`config.mk`:
```
export PLATFORM = sky130hd
export DESIGN_NAME = matrix_loader
export DESIGN_NICKNAME = d
export VERILOG_FILES = /design/src/rtl/matrix_loader_pkg.sv /design/src/rtl/matrix_loader_result_buffer.sv /design/src/rtl/matrix_loader.sv
export SDC_FILE = /design/constraint.sdc
export NUM_CORES = 1
export LEC_CHECK = 0
export ABC_CLOCK_PERIOD_IN_PS = 5650
export BUFFER_PORTS_ARGS = -buffer_cell sky130_fd_sc_hd__buf_2
export CAP_MARGIN = 25
export CORE_ASPECT_RATIO = 1.5
export CORE_MARGIN = 4
export CORE_UTILIZATION = 64
export DETAILED_ROUTE_END_ITERATION = 8
export PLACE_DENSITY_LB_ADDON = 0.2
export REMOVE_ABC_BUFFERS = 1
export SETUP_SLACK_MARGIN = 0.4
export SLEW_MARGIN = 0
export SYNTH_ARGS = -nofsm -noshare
export SYNTH_HDL_FRONTEND = slang
export SYNTH_HIERARCHICAL = 1
export SYNTH_SLANG_ARGS = --single-unit
export TNS_END_PERCENT = 20
```
`constraint.sdc`:
```
create_clock -name src_clk -period 5.65 [get_ports src_clk]
set_input_delay 0.8475 -clock src_clk [delete_from_list [all_inputs] [get_ports src_clk]]
set_output_delay 0.8475 -clock src_clk [all_outputs]
set_load 0.01 [all_outputs]
```
`src/rtl/matrix_loader_pkg.sv`:
```
// Shared configuration for the matrix loader: word/address widths, matrix size
// and the controller state encoding.
package matrix_loader_pkg;

    localparam int CFG_N         = 8;
    localparam int CFG_WORD_SIZE = 16;
    localparam int CFG_ADDRS_LEN = 7;

    typedef enum logic [2:0] {
        ST_IDLE    = 3'd0,
        ST_LOAD    = 3'd1,
        ST_WAIT    = 3'd2,
        ST_CAPTURE = 3'd3,
        ST_DRAIN   = 3'd4
    } state_e;

    // Index width that stays legal for single-entry structures.
    function automatic int idx_width(input int depth);
        return (depth > 1) ? $clog2(depth) : 1;
    endfunction

endpackage

```
`src/rtl/matrix_loader_result_buffer.sv`:
```
// Result buffer: N entries of {element, QI, QF}; one write port, one async read port.
// Latency: write visible one cycle after wr_en; read is combinational. No backpressure.
// Contents clear on reset so a discarded frame leaves nothing behind.
module result_buffer #(
    parameter int N  = 8,
    parameter int W  = 24,
    parameter int IW = 3
)(
    input  logic          src_clk,
    input  logic          rst_n,
    input  logic          wr_en,
    input  logic [IW-1:0] wr_idx,
    input  logic [W-1:0]  wr_dat,
    input  logic [IW-1:0] rd_idx,
    output logic [W-1:0]  rd_dat
);

    logic [W-1:0] mem_q [N];
    logic [W-1:0] mem_d [N];

    always_comb begin
        mem_d = mem_q;
        if (wr_en) begin
            mem_d[wr_idx] = wr_dat;
        end
    end

    always_ff @(posedge src_clk or negedge rst_n) begin
        if (!rst_n) begin
            for (int i = 0; i < N; i++) begin
                mem_q[i] <= '0;
            end
        end else begin
            mem_q <= mem_d;
        end
    end

    assign rd_dat = mem_q[rd_idx];

endmodule

```
`src/rtl/matrix_loader.sv`:
```
// Streams an N*N matrix plus N-vector into multiplier memory, then samples N results
// on a fixed schedule and drains them. Latency: write one cycle after accept.
// Backpressure: s_ready only in IDLE/LOAD; DRAIN stalls indefinitely on m_ready low.
module matrix_loader
    import matrix_loader_pkg::*;
#(
    parameter int N          = CFG_N,
    parameter int WORD_SIZE  = CFG_WORD_SIZE,
    parameter int ADDRS_LEN  = CFG_ADDRS_LEN,
    parameter int RES_WAIT   = 70,
    parameter int RES_STRIDE = 2
)(
    input  logic                        src_clk,
    input  logic                        rst_n,
    input  logic                        s_valid,
    output logic                        s_ready,
    input  logic [WORD_SIZE-1:0]        s_data,
    output logic                        we,
    output logic [ADDRS_LEN-1:0]        addr,
    output logic [WORD_SIZE-1:0]        data_wr,
    input  logic signed [WORD_SIZE-1:0] AB_Transpose,
    input  logic [3:0]                  QI,
    input  logic [3:0]                  QF,
    output logic                        m_valid,
    input  logic                        m_ready,
    output logic [WORD_SIZE-1:0]        m_data,
    output logic [3:0]                  m_qi,
    output logic [3:0]                  m_qf,
    output logic                        m_last,
    output logic                        busy
);

    localparam int TOTAL = N * N + N;
    localparam int CW    = idx_width(TOTAL);
    localparam int IW    = idx_width(N);
    localparam int TW    = $clog2(RES_WAIT + RES_STRIDE + 1);
    localparam int BW    = WORD_SIZE + 8;

    state_e                 state_q, state_d;
    logic                   rdy_en_q;
    logic [CW-1:0]          cnt_q, cnt_d;
    logic                   we_q, we_d;
    logic [ADDRS_LEN-1:0]   addr_q, addr_d;
    logic [WORD_SIZE-1:0]   data_wr_q, data_wr_d;
    logic [TW-1:0]          tmr_q, tmr_d;
    logic [IW-1:0]          smp_q, smp_d;
    logic [IW-1:0]          rd_q, rd_d;

    logic                   accept;
    logic                   buf_wr;
    logic [BW-1:0]          buf_rd_dat;

    // s_ready is held off until the first edge after reset release.
    assign s_ready = rdy_en_q && ((state_q == ST_IDLE) || (state_q == ST_LOAD));
    assign accept  = s_valid && s_ready;

    always_comb begin
        state_d   = state_q;
        cnt_d     = cnt_q;
        we_d      = 1'b0;
        addr_d    = addr_q;
        data_wr_d = data_wr_q;
        tmr_d     = tmr_q;
        smp_d     = smp_q;
        rd_d      = rd_q;
        buf_wr    = 1'b0;

        case (state_q)
            ST_IDLE, ST_LOAD: begin
                if (accept) begin
                    we_d      = 1'b1;
                    addr_d    = ADDRS_LEN'(cnt_q);
                    data_wr_d = s_data;
                    if (cnt_q == CW'(TOTAL - 1)) begin
                        state_d = ST_WAIT;
                        tmr_d   = '0;
                    end else begin
                        state_d = ST_LOAD;
                        cnt_d   = cnt_q + CW'(1);
                    end
                end
            end
            ST_WAIT: begin
                if (tmr_q == TW'(RES_WAIT - 1)) begin
                    state_d = ST_CAPTURE;
                    tmr_d   = '0;
                    smp_d   = '0;
                end else begin
                    tmr_d = tmr_q + TW'(1);
                end
            end
            ST_CAPTURE: begin
                // tmr_q walks 0..RES_STRIDE-1; a sample lands on every zero.
                tmr_d = (tmr_q == TW'(RES_STRIDE - 1)) ? '0 : tmr_q + TW'(1);
                if (tmr_q == '0) begin
                    buf_wr = 1'b1;
                    if (smp_q == IW'(N - 1)) begin
                        state_d = ST_DRAIN;
                        smp_d   = '0;
                        rd_d    = '0;
                        tmr_d   = '0;
                    end else begin
                        smp_d = smp_q + IW'(1);
                    end
                end
            end
            ST_DRAIN: begin
                if (m_ready) begin
                    if (rd_q == IW'(N - 1)) begin
                        state_d = ST_IDLE;
                        cnt_d   = '0;
                        rd_d    = '0;
                        tmr_d   = '0;
                    end else begin
                        rd_d = rd_q + IW'(1);
                    end
                end
            end
            default: begin
                state_d = ST_IDLE;
                cnt_d   = '0;
                tmr_d   = '0;
                smp_d   = '0;
                rd_d    = '0;
            end
        endcase
    end

    always_ff @(posedge src_clk or negedge rst_n) begin
        if (!rst_n) begin
            state_q   <= ST_IDLE;
            rdy_en_q  <= 1'b0;
            cnt_q     <= '0;
            we_q      <= 1'b0;
            addr_q    <= '0;
            data_wr_q <= '0;
            tmr_q     <= '0;
            smp_q     <= '0;
            rd_q      <= '0;
        end else begin
            state_q   <= state_d;
            rdy_en_q  <= 1'b1;
            cnt_q     <= cnt_d;
            we_q      <= we_d;
            addr_q    <= addr_d;
            data_wr_q <= data_wr_d;
            tmr_q     <= tmr_d;
            smp_q     <= smp_d;
            rd_q      <= rd_d;
        end
    end

    result_buffer #(
        .N  (N),
        .W  (BW),
        .IW (IW)
    ) u_result_buffer (
        .src_clk (src_clk),
        .rst_n   (rst_n),
        .wr_en   (buf_wr),
        .wr_idx  (smp_q),
        .wr_dat  ({AB_Transpose, QI, QF}),
        .rd_idx  (rd_q),
        .rd_dat  (buf_rd_dat)
    );

    assign we      = we_q;
    assign addr    = addr_q;
    assign data_wr = data_wr_q;
    assign m_valid = (state_q == ST_DRAIN);
    assign m_last  = m_valid && (rd_q == IW'(N - 1));
    assign busy    = (state_q != ST_IDLE);
    assign m_data  = buf_rd_dat[BW-1:8];
    assign m_qi    = buf_rd_dat[7:4];
    assign m_qf    = buf_rd_dat[3:0];

endmodule

```
==> results of run 1 <==
==> critical path: cells and delay by family, from the launching register on <==
| kind | cells | cell delay [ps] |
|---|---|---|
| flip-flops | 1 | 740 |
| buffers and inverters | 2 | 440 |
| multiplexers | 2 | 830 |
==> stage by stage <==
stage | util, % | instances | hold WS, ps | power [mW] | setup slack, ps
after floorplan | - | 666 | 452 | 1.99 | 1190
after global placement | 69.1 | 981 | 462 | 2.11 | 2390
after detailed placement | 69.4 | 983 | 469 | 2.12 | 2370
after CTS | 74.0 | 1020 | 449 | 3.69 | 2010
after global routing | 74.3 | 1022 | 470 | 3.80 | 2050
final | 74.3 | 1022 | 412 | 3.65 | 2260
==> sequential cells by signal (all words and copies together), names as in the netlist <==
name,cells
smp_q,3
rdy_en_q,1
cnt_q,7
we,1
rd_q,3
u_result_buffer/mem_q,192
tmr_q,7
data_wr,16
addr,7
state_q,3
==> routing by layer <==
metal	wire length [um]	global-route usage, %
met1	8620	29.7
met2	12200	42.8
met3	968	3.28
met4	346	5.36
met5	0	0
==> cells by family after synthesis <==
logic type | after synthesis | synth area share [%]
AO/OA/AOI/OAI | 40 | 2.68
adder cells (fa/ha/maj) | 8 | 0.901
buffers and inverters | 54 | 2.97
flip-flops | 240 | 54.1
multiplexers | 294 | 35.0
other | 1 | 0.0338
AND/OR/NAND/NOR | 72 | 4.28
==> worst paths after layout <==
path,to,slack [ps],cells after the start
max in group asynchronous,rd_q[0]$_DFFE_PN0P_,3840,2
min reg2reg,u_result_buffer/mem_q[94]$_DFFE_PN0P_,480,1
max reg2reg,u_result_buffer/mem_q[73]$_DFFE_PN0P_,2360,8
min in group src_clk,u_result_buffer/mem_q[94]$_DFFE_PN0P_,480,1
max,m_data[5],2260,4
min,u_result_buffer/mem_q[40]$_DFFE_PN0P_,410,1
==> power groups by stage <==
stage | combinational, mW | sequential [mW] | clock, mW
final | 0.232 | 1.86 | 1.56
after CTS | 0.236 | 1.86 | 1.60
after floorplan | 0.0996 | 1.89 | 0
after global placement | 0.224 | 1.88 | 0
after detailed placement | 0.234 | 1.89 | 0
after global routing | 0.260 | 1.87 | 1.67
==> Yosys cell counts, drive strengths merged, types with 2 or more instances <==
cell type and instances:
o221ai 5, nand2 14, clkbuf 3, nand2b 6, a22o 2, o21ai 10, ha 8, mux2i 4
nand4 3, a32o 2, inv 11, o211ai 2, nand3 10, and3 2, nor3b 2, nand4b 3
mux4 48, nor4b 2, nor4bb 3, a211o 2, mux2 242, buf 40, nor2 9, and2 4
dfrtp 240, a21oi 6, nor2b 4, nor3 4, a21o 2
==> area by class of cell <==
| class | count | share of cell area, % |
|---|---|---|
| Clock buffer | 30 | 5.19 |
| Clock inverter | 7 | 0.926 |
| Inverter | 11 | 0.329 |
| Multi-Input combinational cell | 415 | 38.3 |
| Sequential cell | 240 | 47.9 |
| Tap cell | 210 | 2.09 |
| Timing Repair Buffer | 109 | 5.28 |
==> results.toml, run 1 <==
[logic_synthesis]
async_reset_ff_share_pct = 100
syn_inst = 709
ys_seq_area_share_pct = 54.1
avgSynthCellArea_um2 = 15.7
yosys_register_bits = 240
synth_top_area_share_pct = 54.1
synthFlopType = "dfrtp_1"
yosysUniqueCellTypes = 57
yosysWarnings = 6
yosysTopAreaCell = "dfrtp_1"
synth_edf_count = 0
netlist_area_um2 = 11100
synthTopCellsByArea = "dfrtp_1, mux2_2, mux4_2"

[global_route]
grt_pass1_vias = 7152
grt_antenna_before_repair = 0
grt_pass1_wl_um = 36400
grt_start_max_net_pins = 117
grt-ovfl-total = 0
track_usage_pct = 23.5

[drt]
dr.pass1.iters = 4
vias = 6358
wl_um = 22100
drt_iter0_drc = 346
wl_per_cell_um = 21.6
drtAntennaViolNets = 0
via_per_inst = 6.22
drc = 0

[power_and_ir_drop]
p_sw_mw = 0.793
p_per_area_nw_per_um2 = 291
p_int_mw = 2.86
swShare_pct = 21.7
p_leak_nw = 5.98
pwr-share-comb_pct = 6.4
peakVddDrop_uv = 298
seq_power_share_pct = 51.0
clockPowerShare_pct = 42.7

[floorplanning]
initial_core_util_pct = 65.7
die_w_um = 116
coreArea_um2 = 16900
dieArea_um2 = 19600
fp-row-count = 58
pin_count = 96
die_h_um = 169

[final_layout]
fill_cells = 1034
final_common_cell = "dfrtp_1"
area_delta_synth_final_pct = 13.1
seqCellArea_um2 = 6010
multi_input_area_um2 = 4810
nets = 852
final_layout_size_suffix_gt1_share_pct = 45.1
finalInstanceArea_um2 = 12600
mostFrequentLayoutCells = "dfrtp_1, mux2_2, buf_2, mux2_1, mux4_2"
diodes = 0

[sta]
relSlewSlack_pct = 38.5
fin_crit_sh_pct = 60.0
drv_slew = 0
period_needed_ps = 3390
fmax_mhz = 295
skew_ps = 10.5
worstMarginPinSlew_ps = 921
finalHoldViolations = 0
setup_viol = 0
tns_ps = 0
rsz0062_at_grt = "false"

[place]
placed_area_um2 = 11700
gp_congestion = 0.836
portBuffers = 95
dp_hpwl_um = 13900

[worst_setup_path]
crit_type = "reg2out"
cp_slowest_stage_delay_ps = 740
cp_slowest_cell = "dfrtp_4"
crit_chain = "buf_16 -> mux4_2 -> mux2_4 -> buf_2"
critPathCaptureType = "output port"
r2r-start = "tmr_q[0]$_DFFE_PN0P_"
critical_path_arrival_ps = 2540
cp-start-kind = "flop"
path_max_fanout = 28
cp-startpoint = "rd_q[0]$_DFFE_PN0P_"
required_ps = 4800

[run]
cap_violations = 0

[cts]
cts_resized = 0
clk_path_buf_depth = 3
tritoncts = "built"
root_buffer = "clkbuf_16"
cts_htree_levels = 1
cts.sinks = 240
clk_pin_slew_ps = 60
hold_buffers = 0
clkLatencyLatePin_ps = 500
numCtsBuffers = 23
post_cts_buffers = 0

[status]
outcome = "finished clean"

[worst_hold_path]
hold_path_class = "in2async"
(Power assumes the default switching activity.)
==> run 2: changes to the inputs <==
--- a/config.mk
+++ b/config.mk
@@ -5,12 +5,13 @@
 export SDC_FILE = /design/constraint.sdc
 export NUM_CORES = 1
 export LEC_CHECK = 0
-export ABC_CLOCK_PERIOD_IN_PS = 5650
+export ABC_AREA = 1
+export ABC_CLOCK_PERIOD_IN_PS = 3010
 export BUFFER_PORTS_ARGS = -buffer_cell sky130_fd_sc_hd__buf_2
 export CAP_MARGIN = 25
 export CORE_ASPECT_RATIO = 1.5
 export CORE_MARGIN = 4
-export CORE_UTILIZATION = 64
+export CORE_UTILIZATION = 55
 export DETAILED_ROUTE_END_ITERATION = 8
 export PLACE_DENSITY_LB_ADDON = 0.2
 export REMOVE_ABC_BUFFERS = 1
==> constraint.sdc (replaced) <==
create_clock -name src_clk -period 3.01 [get_ports src_clk]
set_input_delay 0.4515 -clock src_clk [delete_from_list [all_inputs] [get_ports src_clk]]
set_output_delay 0.4515 -clock src_clk [all_outputs]
set_load 0.01 [all_outputs]
==> results.toml, run 2 <==
[worst_setup_path]
path_max_fanout = 18
cp-start-kind = "flop"
critPathCaptureType = "output port"
crit_type = "reg2out"
required_ps = 2560
critical_path_arrival_ps = 2090
r2r_slack_ps = 720

[cts]
clk_pin_slew_ps = 60
root_buffer = "clkbuf_16"
clkLatencyLatePin_ps = 510
cts_htree_levels = 1
clk_path_buf_depth = 3
numCtsBuffers = 25
post_cts_buffers = 0
tritoncts = "built"
cts.sinks = 240

[power_and_ir_drop]
p_leak_nw = 8.11
peakVddDrop_uv = 516
total_power_mw = 7.47
p_per_area_nw_per_um2 = 555

[sta]
fmax_mhz = 394
relSlewSlack_pct = 59.3
finalHoldViolations = 0
rsz0062_at_grt = "true"
drv_slew = 0
worst_slack_ps = 471
whs_ps = 132
fin_crit_sh_pct = 84.3
skew_ps = 10.4
worstMarginPinSlew_ps = 610
tns_ps = 0
period_needed_ps = 2540
setup_viol = 0

[final_layout]
fin_cells = 1951
fill_cells = 1891
final_layout_size_suffix_gt1_share_pct = 11.1
area_delta_synth_final_pct = 12.2
seqCellArea_um2 = 6010
multi_input_area_um2 = 4530
post-route-util_pct = 63.4
mostFrequentLayoutCells = "nand2_1, inv_1, dfrtp_1, o21ai_0, nand3_1"
diodes = 0
nets = 1721
regMostFlops = "u_result_buffer/mem_q"
finalInstanceArea_um2 = 13500
final_common_cell = "nand2_1"
largest_reg_flops = 192

[global_route]
grt_start_max_net_pins = 100
grt_pass1_wl_um = 47600
grt_pass1_vias = 10000
track_usage_pct = 23.5
grt_antenna_before_repair = 0
grt-ovfl-total = 0

[drt]
vias = 9998
highest_layer = "met4"
wl_per_cell_um = 14.4
drc = 0
drt_iter0_drc = 772
dr.pass1.iters = 5
via_per_inst = 5.12
dr_wl_met2_um = 13900
wl_um = 28000
dr_wl_met3_um = 1430
drtAntennaViolNets = 0
wl_met1_um = 12100

[logic_synthesis]
async_reset_ff_share_pct = 100
synth_top_area_share_pct = 50.1
ys_seq_area_share_pct = 50.1
avgSynthCellArea_um2 = 7.47
synth.most_common_cell = "nand2_1"
ys_top_cells_by_count = "nand2_1, inv_1, dfrtp_1, o21ai_0, nand3_1"
synthFlopType = "dfrtp_1"
syn_inst = 1605
yosysTopAreaCell = "dfrtp_1"
netlist_area_um2 = 12000
yosysUniqueCellTypes = 35
synth_edf_count = 0
yosysWarnings = 6
yosys_register_bits = 240
synthTopCellsByArea = "dfrtp_1, nand2_1, inv_1"

[status]
outcome = "finished clean"

[floorplanning]
die_h_um = 189
coreArea_um2 = 21200
initial_core_util_pct = 56.5
fp-row-count = 65
die_w_um = 129
pin_count = 96
dieArea_um2 = 24300

[place]
dp_cells = 1908
gp_congestion = 0.832
portBuffers = 95
placed_area_um2 = 12600
place_ws_ps = 757
dp_hpwl_um = 16800

[worst_hold_path]
hold_path_class = "in2reg"

[run]
cap_violations = 0
-- run 2: cell types whose count changed after synthesis, moves of 7 or more --
| cell | delta |
|---|---|
| buf_4 | +7 |
| buf_6 | +10 |
| clkbuf_1 | +24 |
| inv_1 | +242 |
| mux2_1 | -85 |
| mux2_2 | -145 |
| mux2_4 | -12 |
| mux4_2 | -48 |
| nand2_1 | +601 |
| nand3_1 | +105 |
| nor2_1 | +18 |
| o21ai_0 | +182 |
| o21ai_1 | +21 |
-- run 2: final timing paths --
kind,depth (start not counted),start,to
worst max-delay path,8,rd_q[0]$_DFFE_PN0P_,m_qf[1]
worst min-delay path,3,s_data[2],data_wr[2]$_DFFE_PN0P_
worst max register to register,12,tmr_q[0]$_DFFE_PN0P_,u_result_buffer/mem_q[28]$_DFFE_PN0P_
worst min register to register,2,data_wr[14]$_DFFE_PN0P_,data_wr[14]$_DFFE_PN0P_
max in group asynchronous,3,rst_n,u_result_buffer/mem_q[70]$_DFFE_PN0P_
min in group asynchronous,2,rst_n,u_result_buffer/mem_q[146]$_DFFE_PN0P_
-- run 2: cells by family after synthesis --
kind of cell	after synthesis	share of synthesized area, %
xor gates and xnor gates	6	0.438
other	1	0.0313
and+or+nand+nor	784	26.6
AOI/OAI and AO/OA	226	9.76
adders and majority gates	8	0.835
DFF	240	50.1
buffers and inverters	340	12.3
-- run 2: power by group --
part / total, mW / leakage [nW] / internal, mW / switching, mW
Clock: 3.12 / 0.405 / 1.90 / 1.22
Combinational: 0.818 / 5.43 / 0.302 / 0.516
Sequential: 3.53 / 2.28 / 3.38 / 0.147
Total: 7.47 / 8.11 / 5.58 / 1.88
-- run 2: what timing repair did --
action                     in CTS  in global routing
hold buffers                    1                  0
gates cloned                    0                  1
gates resized for setup         3                  1
setup endpoints to repair       7                  2
pin swaps                       0                  0
hold endpoints to repair       74                  0
-- run 2: final cells by class --
| type | count | area share [%] |
|---|---|---|
| inverter | 259 | 7.26 |
| clock buffer | 34 | 5.27 |
| tap | 268 | 2.49 |
| sequential | 240 | 44.7 |
| multi-input combinational | 1025 | 33.6 |
| clock inverter | 7 | 0.883 |
| timing repair buffer | 118 | 5.78 |
-- run 2: critical path, cell delays in order, from the launching register on --
cell     delay, ps
dfrtp_4        530
inv_4          200
buf_4          280
nand2_1         90
nand3_1         90
nand2_1         80
nand2_1         70
nand2_1         80
buf_2          140
-- run 2: metal layers --
metal	track usage, %	up-vias
met1	30.8	4673
met2	40.7	245
met5	0	-
met3	3.32	50
li1	-	5030
met4	6.51	0
